--- src/rtl/mem_arb_pkg.sv ---
// Shared types and constants for the two-port memory arbiter.
//   Provides state encoding, bus widths, burst length and port indices.
package mem_arb_pkg;

  localparam int unsigned ADDR_W    = 16;
  localparam int unsigned DATA_W    = 16;
  localparam int unsigned BURST_LEN = 4;
  localparam int unsigned WORD_W    = 2;
  localparam int unsigned BASE_W    = ADDR_W - WORD_W;
  localparam int unsigned LAT_W     = 4;

  localparam logic PORT_ICACHE = 1'b0;
  localparam logic PORT_DCACHE = 1'b1;

  typedef enum logic [1:0] {
    ST_IDLE = 2'd0,
    ST_RD   = 2'd1,
    ST_WR   = 2'd2,
    ST_DONE = 2'd3
  } arb_state_e;

  // One cache-side request as presented on a port.
  typedef struct packed {
    logic              we;
    logic [ADDR_W-1:0] addr;
    logic [DATA_W-1:0] wdata;
  } mem_req_t;

endpackage

--- src/rtl/rr_arbiter_2.sv ---
// Two-way round-robin winner select (purely combinational).
//   req_valid   : pending requests, bit N = port N
//   last_served : port that won the previous accepted grant
//   gnt_any     : at least one request pending
//   gnt_idx     : winning port index
module rr_arbiter_2 (
  input  logic [1:0] req_valid,
  input  logic       last_served,
  output logic       gnt_any,
  output logic       gnt_idx
);

  // A lone requester always wins; on a tie the port not served last wins.
  always_comb begin
    gnt_any = |req_valid;
    if (&req_valid) begin
      gnt_idx = ~last_served;
    end else begin
      gnt_idx = req_valid[1];
    end
  end

endmodule

--- src/rtl/mem_port_arbiter.sv ---
// Shares one 16-bit memory port between the I-cache (port 0) and the
// D-cache (port 1). Reads are 4-word line refills with a fixed memory
// latency, writes are single-word write-throughs.
//   clk_100, rst            : clock, synchronous active-high reset
//   reqN_valid/we/addr/wdata: request from port N, held until reqN_done
//   reqN_grant              : port N owns the memory port
//   reqN_rdata/rvalid/rword : returned read word, strobe and word index
//   reqN_done               : one-cycle completion pulse
//   mem_addr/wdata/we       : memory request side
//   mem_rdata               : memory read data, valid MEM_LAT cycles after mem_addr changes
module mem_port_arbiter
  import mem_arb_pkg::*;
#(
  parameter int unsigned MEM_LAT = 4
) (
  input  logic              clk_100,
  input  logic              rst,
  input  logic              req0_valid,
  input  logic              req0_we,
  input  logic [ADDR_W-1:0] req0_addr,
  input  logic [DATA_W-1:0] req0_wdata,
  output logic              req0_grant,
  output logic [DATA_W-1:0] req0_rdata,
  output logic              req0_rvalid,
  output logic [WORD_W-1:0] req0_rword,
  output logic              req0_done,
  input  logic              req1_valid,
  input  logic              req1_we,
  input  logic [ADDR_W-1:0] req1_addr,
  input  logic [DATA_W-1:0] req1_wdata,
  output logic              req1_grant,
  output logic [DATA_W-1:0] req1_rdata,
  output logic              req1_rvalid,
  output logic [WORD_W-1:0] req1_rword,
  output logic              req1_done,
  output logic [ADDR_W-1:0] mem_addr,
  output logic [DATA_W-1:0] mem_wdata,
  output logic              mem_we,
  input  logic [DATA_W-1:0] mem_rdata
);

  arb_state_e                   state_q, state_d;
  logic                         port_q, port_d;
  logic                         last_served_q, last_served_d;
  logic [BASE_W-1:0]            base_q, base_d;
  logic [WORD_W-1:0]            word_q, word_d;
  logic [LAT_W-1:0]             wait_q, wait_d;
  logic [1:0]                   grant_q, grant_d;
  logic [1:0]                   rvalid_q, rvalid_d;
  logic [1:0]                   done_q, done_d;
  logic [1:0][DATA_W-1:0]       rdata_q, rdata_d;
  logic [1:0][WORD_W-1:0]       rword_q, rword_d;
  logic [ADDR_W-1:0]            mem_addr_q, mem_addr_d;
  logic [DATA_W-1:0]            mem_wdata_q, mem_wdata_d;
  logic                         mem_we_q, mem_we_d;

  logic                         gnt_any;
  logic                         gnt_idx;
  mem_req_t                     sel_req;

  rr_arbiter_2 u_rr (
    .req_valid   ({req1_valid, req0_valid}),
    .last_served (last_served_q),
    .gnt_any     (gnt_any),
    .gnt_idx     (gnt_idx)
  );

  // Request of the arbitration winner.
  always_comb begin
    if (gnt_idx) begin
      sel_req = '{we: req1_we, addr: req1_addr, wdata: req1_wdata};
    end else begin
      sel_req = '{we: req0_we, addr: req0_addr, wdata: req0_wdata};
    end
  end

  // Next-state and output logic; strobes default low every cycle.
  always_comb begin
    state_d       = state_q;
    port_d        = port_q;
    last_served_d = last_served_q;
    base_d        = base_q;
    word_d        = word_q;
    wait_d        = wait_q;
    grant_d       = grant_q;
    rvalid_d      = '0;
    done_d        = '0;
    rdata_d       = rdata_q;
    rword_d       = rword_q;
    mem_addr_d    = mem_addr_q;
    mem_wdata_d   = mem_wdata_q;
    mem_we_d      = 1'b0;

    unique case (state_q)
      ST_IDLE: begin
        if (gnt_any) begin
          port_d           = gnt_idx;
          last_served_d    = gnt_idx;
          grant_d          = '0;
          grant_d[gnt_idx] = 1'b1;
          if (sel_req.we) begin
            mem_addr_d  = sel_req.addr;
            mem_wdata_d = sel_req.wdata;
            mem_we_d    = 1'b1;
            state_d     = ST_WR;
          end else begin
            base_d     = sel_req.addr[ADDR_W-1:WORD_W];
            mem_addr_d = {sel_req.addr[ADDR_W-1:WORD_W], WORD_W'(0)};
            word_d     = '0;
            wait_d     = '0;
            state_d    = ST_RD;
          end
        end
      end

      // Each word's address is held for MEM_LAT cycles, then the data is captured.
      ST_RD: begin
        if (wait_q == LAT_W'(MEM_LAT - 1)) begin
          rdata_d[port_q]  = mem_rdata;
          rword_d[port_q]  = word_q;
          rvalid_d[port_q] = 1'b1;
          if (word_q == WORD_W'(BURST_LEN - 1)) begin
            done_d[port_q] = 1'b1;
            state_d        = ST_DONE;
          end else begin
            word_d     = word_q + WORD_W'(1);
            mem_addr_d = {base_q, word_q + WORD_W'(1)};
            wait_d     = '0;
          end
        end else begin
          wait_d = wait_q + LAT_W'(1);
        end
      end

      // mem_we was raised on entry; the default drops it here.
      ST_WR: begin
        done_d[port_q] = 1'b1;
        state_d        = ST_DONE;
      end

      ST_DONE: begin
        grant_d = '0;
        state_d = ST_IDLE;
      end

      default: begin
        state_d = ST_IDLE;
      end
    endcase
  end

  // State and output registers.
  always_ff @(posedge clk_100) begin
    if (rst) begin
      state_q       <= ST_IDLE;
      port_q        <= PORT_ICACHE;
      last_served_q <= PORT_DCACHE;
      base_q        <= '0;
      word_q        <= '0;
      wait_q        <= '0;
      grant_q       <= '0;
      rvalid_q      <= '0;
      done_q        <= '0;
      rdata_q       <= '0;
      rword_q       <= '0;
      mem_addr_q    <= '0;
      mem_wdata_q   <= '0;
      mem_we_q      <= 1'b0;
    end else begin
      state_q       <= state_d;
      port_q        <= port_d;
      last_served_q <= last_served_d;
      base_q        <= base_d;
      word_q        <= word_d;
      wait_q        <= wait_d;
      grant_q       <= grant_d;
      rvalid_q      <= rvalid_d;
      done_q        <= done_d;
      rdata_q       <= rdata_d;
      rword_q       <= rword_d;
      mem_addr_q    <= mem_addr_d;
      mem_wdata_q   <= mem_wdata_d;
      mem_we_q      <= mem_we_d;
    end
  end

  assign req0_grant  = grant_q[0];
  assign req0_rvalid = rvalid_q[0];
  assign req0_done   = done_q[0];
  assign req0_rdata  = rdata_q[0];
  assign req0_rword  = rword_q[0];
  assign req1_grant  = grant_q[1];
  assign req1_rvalid = rvalid_q[1];
  assign req1_done   = done_q[1];
  assign req1_rdata  = rdata_q[1];
  assign req1_rword  = rword_q[1];
  assign mem_addr    = mem_addr_q;
  assign mem_wdata   = mem_wdata_q;
  assign mem_we      = mem_we_q;

endmodule

--- config.mk ---
export PLATFORM = sky130hd
export DESIGN_NAME = mem_port_arbiter
export DESIGN_NICKNAME = d
export VERILOG_FILES = /design/src/rtl/mem_arb_pkg.sv /design/src/rtl/rr_arbiter_2.sv /design/src/rtl/mem_port_arbiter.sv
export SDC_FILE = /design/constraint.sdc
export NUM_CORES = 1
export LEC_CHECK = 0
export CORE_MARGIN = 2
export CORE_UTILIZATION = 44
export CTS_BUF_LIST = sky130_fd_sc_hd__clkbuf_16
export DETAILED_ROUTE_END_ITERATION = 8
export GPL_ROUTABILITY_DRIVEN = 0
export PLACE_DENSITY = 0.8
export SETUP_SLACK_MARGIN = 0.2
export SYNTH_ARGS = -nofsm -noshare
export SYNTH_HDL_FRONTEND = slang
export SYNTH_SLANG_ARGS = --single-unit
export TNS_END_PERCENT = 30
--- constraint.sdc ---
create_clock -name clk_100 -period 2.2 [get_ports clk_100]
set_input_delay 0.44 -clock clk_100 [delete_from_list [all_inputs] [get_ports clk_100]]
set_output_delay 0.44 -clock clk_100 [all_outputs]
set_load 0.005 [all_outputs]
Yosys cells after proc, flatten, opt, wreduce, memory -nomap -nowiden
Cells that the tools add are included.
{"block": "word_totals", "wordCells": 95, "reg_bits": 99}
{"block": "op_classes", "eq_ne": 11, "n_addsub": 2, "n_bitwise": 6, "n_reduce_logical": 18, "mux": 38, "n_lt_le_gt_ge": 4}
{"cell": "16-bit two-way mux", "count": 4}
{"cell": "33-bit two-way mux", "count": 1}
{"cell": "32-bit bitwise mux", "count": 1}
{"cell": "16-bit case mux with 2 select lines", "count": 1}
{"cell": "2-bit two-way mux", "count": 13}
{"cell": "16-bit demux with 1-bit select", "count": 1}
{"cell": "4-bit two-way mux", "count": 4}
{"cell": "2-bit case mux with 2 select lines", "count": 3}
{"cell": "2-bit inequality test (second input constant)", "count": 5}
{"cell": "3-bit AND reduction", "count": 3}
{"cell": "2-bit case mux with 4 select lines", "count": 1}
{"cell": "4-bit case mux with 2 select lines", "count": 1}
{"cell": "2-bit AND reduction", "count": 4}
{"cell": "4-bit AND reduction", "count": 2}
{"cell": "2-bit equality test (second input constant)", "count": 3}
{"cell": "1-bit NOT", "count": 6}
{"cell": "3-bit OR reduction", "count": 2}
{"cell": "5-bit AND reduction", "count": 1}
{"cell": "4-bit by 1-bit adder with 4-bit output (second input constant)", "count": 1}
{"cell": "4-bit bitwise mux", "count": 1}
{"cell": "4-bit by 2-bit equality test with 1-bit output (second input constant)", "count": 1}
{"cell": "1-bit by 2-bit less-than comparator with 1-bit output (second input constant)", "count": 2}
{"cell": "1-bit two-way mux", "count": 4}
{"cell": "2-bit nonzero test", "count": 2}
{"cell": "other kinds (9)", "count": 12}

Depth between registers and ports, before layout
{"block": "logic_depth", "word_depth": 8, "mapped_depth": 9}

Cells and area by module
Synthesis repeated with hierarchy kept, for this count alone.
{"block": "hier_totals", "cells_unflattened": 491, "area_unflattened_um2": 4259.1}
{"mod": "mem_port_arbiter", "n_inst": 1, "cells_per_inst": 489, "area_each_um2": 4245.3}
{"mod": "rr_arbiter_2", "n_inst": 1, "cells_per_inst": 2, "area_each_um2": 13.8}

Least setup slack after synthesis
Ideal clock, no wire load.
{"block": "synth_timing", "path_type": "register -> register", "start": "register state_q[1]", "end": "register mem_addr_q[10] (netlist: mem_addr[10])", "synth_period_minus_slack_ns": 1.889, "path_stages_with_launch": 10, "t_required_ns": 2.140, "slack_ns": 0.311, "setup_time_ns": 0.060, "arrival_time_ns": 1.829, "n_path_buf": 3, "path_cell_list": "dfxtp_1 inv_1 ha_1 buf_2 nor2b_1 a21oi_1 o21ba_2 clkbuf_2 buf_2 a22o_1"}
{"block": "synth_between", "elab_chain_len": 3, "word_cells_on_any_way": 8, "cone_classes": "4 x eq/ne; 1 x mux; 3 x reduce/logical"}
{"element": "start: declaration", "line_no": "mem_port_arbiter.sv:42", "text": "arb_state_e state_q, state_d;"}
{"element": "start signal: assignment", "line_no": "mem_port_arbiter.sv:170", "text": "state_q <= state_d;"}
{"element": "2-bit by 1-bit equality test with 1-bit output or 2-bit logical NOT (tied branches)", "line_no": "mem_port_arbiter.sv:94", "text": "unique case (state_q)"}
{"element": "2-bit inequality test (no line) or 2-bit nonzero test (tied branches)"}
{"element": "4-bit AND reduction (no line)"}
{"element": "end signal: assignment", "line_no": "mem_port_arbiter.sv:181", "text": "mem_addr_q <= mem_addr_d;"}
{"element": "end: declaration", "line_no": "mem_port_arbiter.sv:53", "text": "logic [ADDR_W-1:0] mem_addr_q, mem_addr_d;"}
Parallel ways exist; a longest one is shown, timed or not.
A chain may end at the register's enable or synchronous reset.

Worst setup path after layout
{"block": "layout_timing", "start": "register state_q[0]", "end": "register mem_wdata_q[12] (netlist: mem_wdata[12])"}
{"block": "layout_between", "elab_chain_len": 2}
{"element": "2-bit logical NOT", "line_no": "mem_port_arbiter.sv:94"}
{"element": "3-bit AND reduction (no line)"}
{"element": "end signal: assignment", "line_no": "mem_port_arbiter.sv:182", "text": "mem_wdata_q <= mem_wdata_d;"}
{"element": "end: declaration", "line_no": "mem_port_arbiter.sv:54", "text": "logic [DATA_W-1:0] mem_wdata_q, mem_wdata_d;"}
Every way passes these cells.

==> qor.yml <==
cts.htree.levels: 3
clock_tree.buffer_depth: 2
syn_nets: 581
timing.setup.tns_ns: 0
grt_first_pass_wirelength_um: 18600
top_layer: "met4"
area_growth_pct: 50.3
maxSlewViolCount: 0
cp_class: "flip-flop to flip-flop"
grtUsageTotal_pct: 22.2
met2_length_um: 5460
yosys.area_share.xor_xnor_pct: 0
finalCritPeriodShare_pct: 87.1
globalRouteOverflowTotal: 0
clock_skew_ns: 0.00791
detail_route.iter0.violations: 192
drt_pass1_iterations: 4
endpoint_of_the_lowest_slack_register_to_register_path: "mem_wdata[12]"
p_leak_nw: 2.29
placement.cell_area_mm2: 0.00591
total_power_w: 0.00597
die_height_um: 101
grt_antenna_before_repair: 0
synth-main-ff-cell: "sky130_fd_sc_hd__dfxtp_1"
dp_slack_ns: -0.204
worst_setup_path_endpoint: "mem_wdata[12]"
routed_wire_length_per_instance_um: 15.3
drive_above_1_share_pct: 7.69
dominant_combinational_cell_family_by_area_after_synthesis: "compound AO/OA/AOI/OAI gates"
run_status: "completed"
clock-sinks: 99
max_slew.worst_pin.slew_ns: 0.625
placed_cells_incl_taps: 744
layout.cell_area.non_filler_mm2: 0.00626
worst_ir_drop_vdd_mv: 0.459
worstSetupStartpointType: "flip-flop"
syn_area_per_cell_um2: 8.53
worstPathRequired_ns: 2.38
cts_inserted_buffers: 9
core-area_mm2: 0.00920
finalCriticalPeriod_ns: 1.92
route.vias.total: 4169
clk-insertion-delay-late_ns: 0.34
timing.critical_path.fanout_max: 22
rows: 35
wl_um: 11700
clk_root_buffer_cell: "sky130_fd_sc_hd__clkbuf_16"
post_cts_hold_buffer_count: 0
nNetsFinal: 738
critical_path.startpoint: "state_q[0]"
synth_warn: 0
x_dimension_of_the_die_um: 101
synth-seq-cells: 99
antenna_cells: 0
hold_path_depth: 2
fillerInstances: 757
synth-simple-area-share_pct: 18.4
final-instance-count-excl-fill: 761
rr_startpoint: "state_q[0]"
slew-limit-headroom_pct: 58.3
worst-r2r-setup-slack_ns: 0.28
layout_setup_ws_ns: 0.285
synth-edff-count: 0
unrepaired_setup_endpoints_after_global_routing: "true"
die_area_mm2: 0.0103
drtAntennaViolNets: 0
ys_async_sr_fraction_pct: 0
grt_pass1_vias: 3986
synth_cells: 488
cp-end-kind: "flip-flop"
numPortBuffers: 160
worst-endpoint-arrival_ns: 2.10
post_synth_mux_area_share_pct: 3.37
area_share_of_fa_ha_maj_cells_after_synthesis_pct: 2.10
initial_core_utilization_pct: 45.3
setup_viol: 0
clkTransAtPathRegs_ns: 0.07
detailedPlacementHpwl_um: 8300
worstHoldPathType: "flip-flop to flip-flop"
final_hold_viol_count: 0
boundaryPins: 161
power_density_mw_per_mm2: 954
synth_sequential_area_ratio_pct: 47.6
worst_r2r_path_depth: 5
largest_net_degree_at_the_start_of_global_routing: 43
drt_drc_violations_left: 0
met3_wirelength_um: 983
ys_types: 44
drv_cap: 0
post_synth_instance_area_mm2: 0.00416
vias_per_cell: 5.48
detail_route.wirelength.met1_um: 5030
synth-compound-area-share_pct: 24.2
cts_tree: "built"
fmaxAchievable_mhz: 522
-- timing repair --
item / CTS / global route
buffers inserted: 0 / 1
pin swaps: 0 / 1
setup endpoints to repair: 16 / 53
gates resized for setup: 2 / 6
-- worst max-delay path, stage by stage, from the launching register on --
cell	delay [ns]
sky130_fd_sc_hd__dfxtp_2	0.34
sky130_fd_sc_hd__inv_1	0.10
sky130_fd_sc_hd__ha_1	0.25
sky130_fd_sc_hd__buf_4	0.29
sky130_fd_sc_hd__and2_1	0.57
sky130_fd_sc_hd__a311oi_1	0.19
-- power by group --
part           internal (W)  switching, W
clock              0.000890      0.000686
combinational       0.00106       0.00105
sequential          0.00209      0.000194
-- synthesized netlist by cell type (all sizes together), types with 2 or more instances --
master	n	area, µm²
nand3b	2	15.0
nand4b	3	26.3
nand2b	4	25.0
a22oi	2	15.0
buf	13	71.3
nor3b	4	40.0
o211ai	2	15.0
a311oi	17	149
clkbuf	26	100
a21oi	73	365
dfxtp	99	1980
o21ai	20	100
a31oi	3	18.8
and2	4	25.0
nor2	6	22.5
nand2	123	462
nor2b	6	37.5
ha	7	87.6
mux2i	14	140
nand3	5	25.0
a22o	16	140
or3	4	25.0
inv	3	11.3
a211oi	15	113
-- per-layer routing --
metal / track usage [%] / up-vias
li1: - / 2043
met4: 7.28 / 0
met1: 27.2 / 1944
met2: 37.2 / 165
met5: 0 / -
met3: 7.04 / 17
-- cell type report --
class | instances | area [µm²] | area share (%)
Sequential cell | 99 | 1980 | 31.7
Timing Repair Buffer | 185 | 1800 | 28.8
Clock inverter | 7 | 76.3 | 1.22
Tap cell | 111 | 139 | 2.22
Inverter | 3 | 11.3 | 0.180
Clock buffer | 9 | 225 | 3.60
Multi-Input combinational cell | 347 | 2020 | 32.3
-- sequential cells by signal, summed over array words and instances (netlist names) --
register,cells
req0_rword,2
word_q,2
rvalid_q,2
grant_q,2
wait_q,4
base_q,14
req1_rdata,16
mem_we,1
done_q,2
state_q,2
mem_addr,16
mem_wdata,16
req1_rword,2
req0_rdata,16
last_served_q,1
port_q,1
-- through the flow --
step / utilization [%] / hold WS, ns
4_1_cts: 67.7 / 0.456
3_5_place_dp: 64.2 / 0.446
6_report: 68.1 / 0.452
2_1_floorplan: - / 0.453
3_3_place_gp: 64.2 / 0.441
5_1_grt: 68.1 / 0.467
-- cell usage in the layout (no fill, tap or decap), types with 3 or more instances in the layout --
| master | synthesis | final |
|---|---|---|
| sky130_fd_sc_hd__o21ai_0 | 20 | 20 |
| sky130_fd_sc_hd__a21oi_1 | 73 | 72 |
| sky130_fd_sc_hd__nand4b_1 | 3 | 3 |
| sky130_fd_sc_hd__ha_1 | 7 | 7 |
| sky130_fd_sc_hd__a22o_1 | 16 | 16 |
| sky130_fd_sc_hd__nand2b_1 | 4 | 4 |
| sky130_fd_sc_hd__dfxtp_1 | 99 | 97 |
| sky130_fd_sc_hd__and2_1 | 4 | 4 |
| sky130_fd_sc_hd__nand3_1 | 5 | 5 |
| sky130_fd_sc_hd__clkdlybuf4s50_1 | 0 | 158 |
| sky130_fd_sc_hd__clkbuf_16 | 0 | 9 |
| sky130_fd_sc_hd__or3_1 | 4 | 4 |
| sky130_fd_sc_hd__a211oi_1 | 15 | 14 |
| sky130_fd_sc_hd__nand2_1 | 123 | 123 |
| sky130_fd_sc_hd__inv_1 | 3 | 4 |
| sky130_fd_sc_hd__nor2_1 | 6 | 6 |
| sky130_fd_sc_hd__buf_4 | 0 | 23 |
| sky130_fd_sc_hd__a31oi_1 | 3 | 3 |
| sky130_fd_sc_hd__mux2i_1 | 14 | 14 |
| sky130_fd_sc_hd__nor2b_1 | 6 | 6 |
| sky130_fd_sc_hd__a311oi_1 | 17 | 17 |
-- cells by family after synthesis --
kind of cell             count (synthesis)
multiplexers                            14
AO/OA/AOI/OAI                          158
buffers and inverters                   42
flip-flops                              99
AND/OR/NAND/NOR                        168
adder cells (fa/ha/maj)                  7
-- worst min path at each step --
stage	start	endpoint	slack, ns
floorplan	req0_rdata[0]	req0_rdata[0]	0.45
global placement	req1_rdata[3]	req1_rdata[3]	0.44
detailed placement	req1_rdata[9]	req1_rdata[9]	0.45
CTS	req1_rdata[2]	req1_rdata[2]	0.46
global route	req1_rdata[9]	req1_rdata[9]	0.47
finish	req0_rdata[8]	req0_rdata[8]	0.45
Note: power is estimated with default switching activity, not from simulation.
==> edit (same settings) <==
`rdata_q`, `rword_q`, `mem_addr_q` and `mem_wdata_q` no longer have a reset.
--- a/src/rtl/mem_port_arbiter.sv
+++ b/src/rtl/mem_port_arbiter.sv
@@ -161,10 +161,6 @@
       grant_q       <= '0;
       rvalid_q      <= '0;
       done_q        <= '0;
-      rdata_q       <= '0;
-      rword_q       <= '0;
-      mem_addr_q    <= '0;
-      mem_wdata_q   <= '0;
       mem_we_q      <= 1'b0;
     end else begin
       state_q       <= state_d;
@@ -176,12 +172,15 @@
       grant_q       <= grant_d;
       rvalid_q      <= rvalid_d;
       done_q        <= done_d;
-      rdata_q       <= rdata_d;
-      rword_q       <= rword_d;
-      mem_addr_q    <= mem_addr_d;
-      mem_wdata_q   <= mem_wdata_d;
       mem_we_q      <= mem_we_d;
     end
+  end
+
+  always_ff @(posedge clk_100) begin
+    rdata_q     <= rdata_d;
+    rword_q     <= rword_d;
+    mem_addr_q  <= mem_addr_d;
+    mem_wdata_q <= mem_wdata_d;
   end
 
   assign req0_grant  = grant_q[0];
Function: changed (a bounded check fails within 4 cycles, from zero or initial values and one cycle with rst high).
==> edit against the unedited design <==
- routed wire length decreased by 5.3%
- area after synthesis decreased by 2.9%
- non-clock buffer count decreased by 3
- sequential cell count unchanged
- power increased by 2.7%
- cell area decreased by 0.52%
- count of clock-buffer cells in the layout unchanged
- die area decreased by 2.8%
- worst hold slack improved by 0.043 ns
- critical endpoint is now mem_wdata[10]
- worst setup slack got worse by 0.0018 ns
- core utilization increased by 2.6 points
==> edit: results (changes against the unedited design) <==
OUTCOME
----------------------------------------------------------------------------------
Run status                                                            finished clean

STA
----------------------------------------------------------------------------------
Worst clock skew on the final layout                                     0.0160 ns   +0.00807 ns
Worst relative slew slack                                                    0.728   +0.145

GRT
----------------------------------------------------------------------------------
First-pass GRT wire length                                                16600 um   -11%
Number of antenna violations at the first check in global routing                0   unchanged
Number of global-route vias before repair                                     3124   -22%
GRT Total Usage                                                              0.218   -0.00379
Largest net degree at the start of global routing                               30   -30%

SYNTH
----------------------------------------------------------------------------------
Cell types with the highest counts after synthesis                    sky130_fd_sc_hd__edfxtp_1, sky130_fd_sc_hd__mux2_2, sky130_fd_sc_hd__dfxtp_1
Fraction of synthesis flops using an asynchronous set or reset pin               0   unchanged
Warnings from Yosys                                                              0   unchanged
Sequential area share after synthesis                                        0.659   +0.183
Count of distinct cell types in the synthesized netlist                         37   -16%
Average cell area after synthesis                                       14.2 sq um   +66%
Number of enable-type register cells in the synthesized netlist                 68   +68
Cells taking the most area after synthesis                            sky130_fd_sc_hd__edfxtp_1, sky130_fd_sc_hd__dfxtp_1, sky130_fd_sc_hd__mux2_2
Post-synth net total                                                           377   -35%

ROUTE
----------------------------------------------------------------------------------
Amount of wire on met2 after detailed routing                              5660 um   +3.7%
DRT met1 WL                                                                4240 um   -16%
Routed met3 length                                                          916 um   -6.8%
Total wirelength of the detailed-routed design                            11000 um   -5.3%
Via density                                                                   5.36   -2.1%
Highest layer used for signal routing                                         met4
Number of iterations in the first detailed-routing pass                          4   unchanged
DRC marker count from the first detailed-route iteration                       142   -26%

LAYOUT
----------------------------------------------------------------------------------
Number of nets in the final layout                                             554   -25%
Final std cells w/o fill                                                       575   -24%
Share of final-layout standard cells stronger than drive strength 1          0.178   +0.101
Total inserted antenna cells                                                     0   unchanged

PLACED DESIGN
----------------------------------------------------------------------------------
Placed cell count                                                              559   -25%
Detailed placer's ending HPWL                                              8070 um   -2.7%
IO Port Bufs                                                                   160   unchanged
Worst setup slack before clock tree synthesis                           -0.0452 ns   +0.159 ns

CTS
----------------------------------------------------------------------------------
H-tree levels                                                                    3   unchanged
Clock-pin slew on the worst setup and hold paths                           0.07 ns   about the same
Clock latency at the later pin of the worst-skew pair                      0.34 ns   about the same
Clock root cell                                                       sky130_fd_sc_hd__clkbuf_16
Clock tree buffer depth                                                          2   unchanged
Total CTS buffers                                                                9   unchanged

CRITICAL PATH
----------------------------------------------------------------------------------
WP data arrival                                                            2.00 ns   -0.10 ns
Worst r2r src                                                           state_q[1]
Reg2reg setup slack                                                        0.40 ns   +0.12 ns
Length in cells of the worst reg-to-reg path                                     7   +2
Worst-path fanout max                                                           11   -50%
Capturing point of the worst reg2reg path                                wait_q[1]

WORST HOLD PATH
----------------------------------------------------------------------------------
Capture endpoint of the worst hold path                               req1_rword[1]
Hold crit path type                                                        reg2reg
Launch instance of the worst min-delay path                              word_q[1]
Worst Hold Path Cells                                                            0   -2

POWER AND IR DROP
----------------------------------------------------------------------------------
Internal                                                                   4.28 mW   +6.0%
Worst vdd rail ir drop                                                    0.562 mV   +22%
Total leakage power                                                        2.23 nW   -2.7%

-- edit: worst max-delay path, cell delays in order --
cell and delay [ns]:
sky130_fd_sc_hd__clkdlybuf4s50_1 0.41, sky130_fd_sc_hd__a21bo_1 0.32, sky130_fd_sc_hd__buf_4 0.27, sky130_fd_sc_hd__buf_4 0.20, sky130_fd_sc_hd__mux2_2 0.35
-- edit: area by class of cell --
cell class	instances	area, sq um
Tap cell	108	135
Clock inverter	7	67.6
Fill cell	585	2580
Multi-Input combinational cell	164	1310
Sequential cell	99	2660
Clock buffer	9	225
Timing Repair Buffer	182	1810
Inverter	6	22.5
-- edit: worst max-delay path by stage --
stage | from | endpoint | slack [ns] | depth (start not counted)
after floorplan | state_q[1] | mem_addr[0] | 0.05 | 6
after global placement | req1_valid | mem_addr[3] | 0.003 | 5
after detailed placement | req1_valid | mem_wdata[6] | -0.05 | 5
after CTS | state_q[1] | mem_addr[14] | 0.28 | 6
after global routing | req1_valid | wait_q[1] | 0.24 | 5
final | req1_valid | mem_wdata[10] | 0.28 | 5
-- edit: cell families after synthesis --
logic type	count (synthesis)	share of synthesized area
AOI/OAI and AO/OA	51	0.0836
adders and majority gates	6	0.0186
buffers and inverters	22	0.0241
DFF	99	0.659
muxes	47	0.128
and+or+nand+nor	60	0.0867
-- edit: power groups by stage --
stage / clock (mW) / combinational, mW / sequential, mW
detailed placement: 0 / 1.99 / 2.60
CTS: 1.56 / 2.02 / 2.57
floorplan: 0 / 0.933 / 2.60
finish: 1.54 / 2.03 / 2.56
global route: 1.63 / 2.20 / 2.59
global placement: 0 / 1.94 / 2.59
-- edit: what timing repair did --
action	in CTS	in global routing
hold buffers	0	0
resized for setup	1	3
buffers inserted	0	0
endpoints found under the setup margin	16	19
gates cloned	0	0
-- edit: layer usage --
layer,global-route usage,up-vias
met2,0.383,135
met3,0.0675,17
met5,0,-
li1,-,1447
met1,0.259,1484
met4,0.0674,0
-- edit: stage by stage --
stage	power (mW)	hold slack, ns	cell area, sq um
finish	6.13	0.496	6230
global route	6.43	0.516	6230
CTS	6.14	0.499	6200
detailed placement	4.59	0.481	5910
global placement	4.53	0.467	5910
floorplan	3.53	0.445	4050
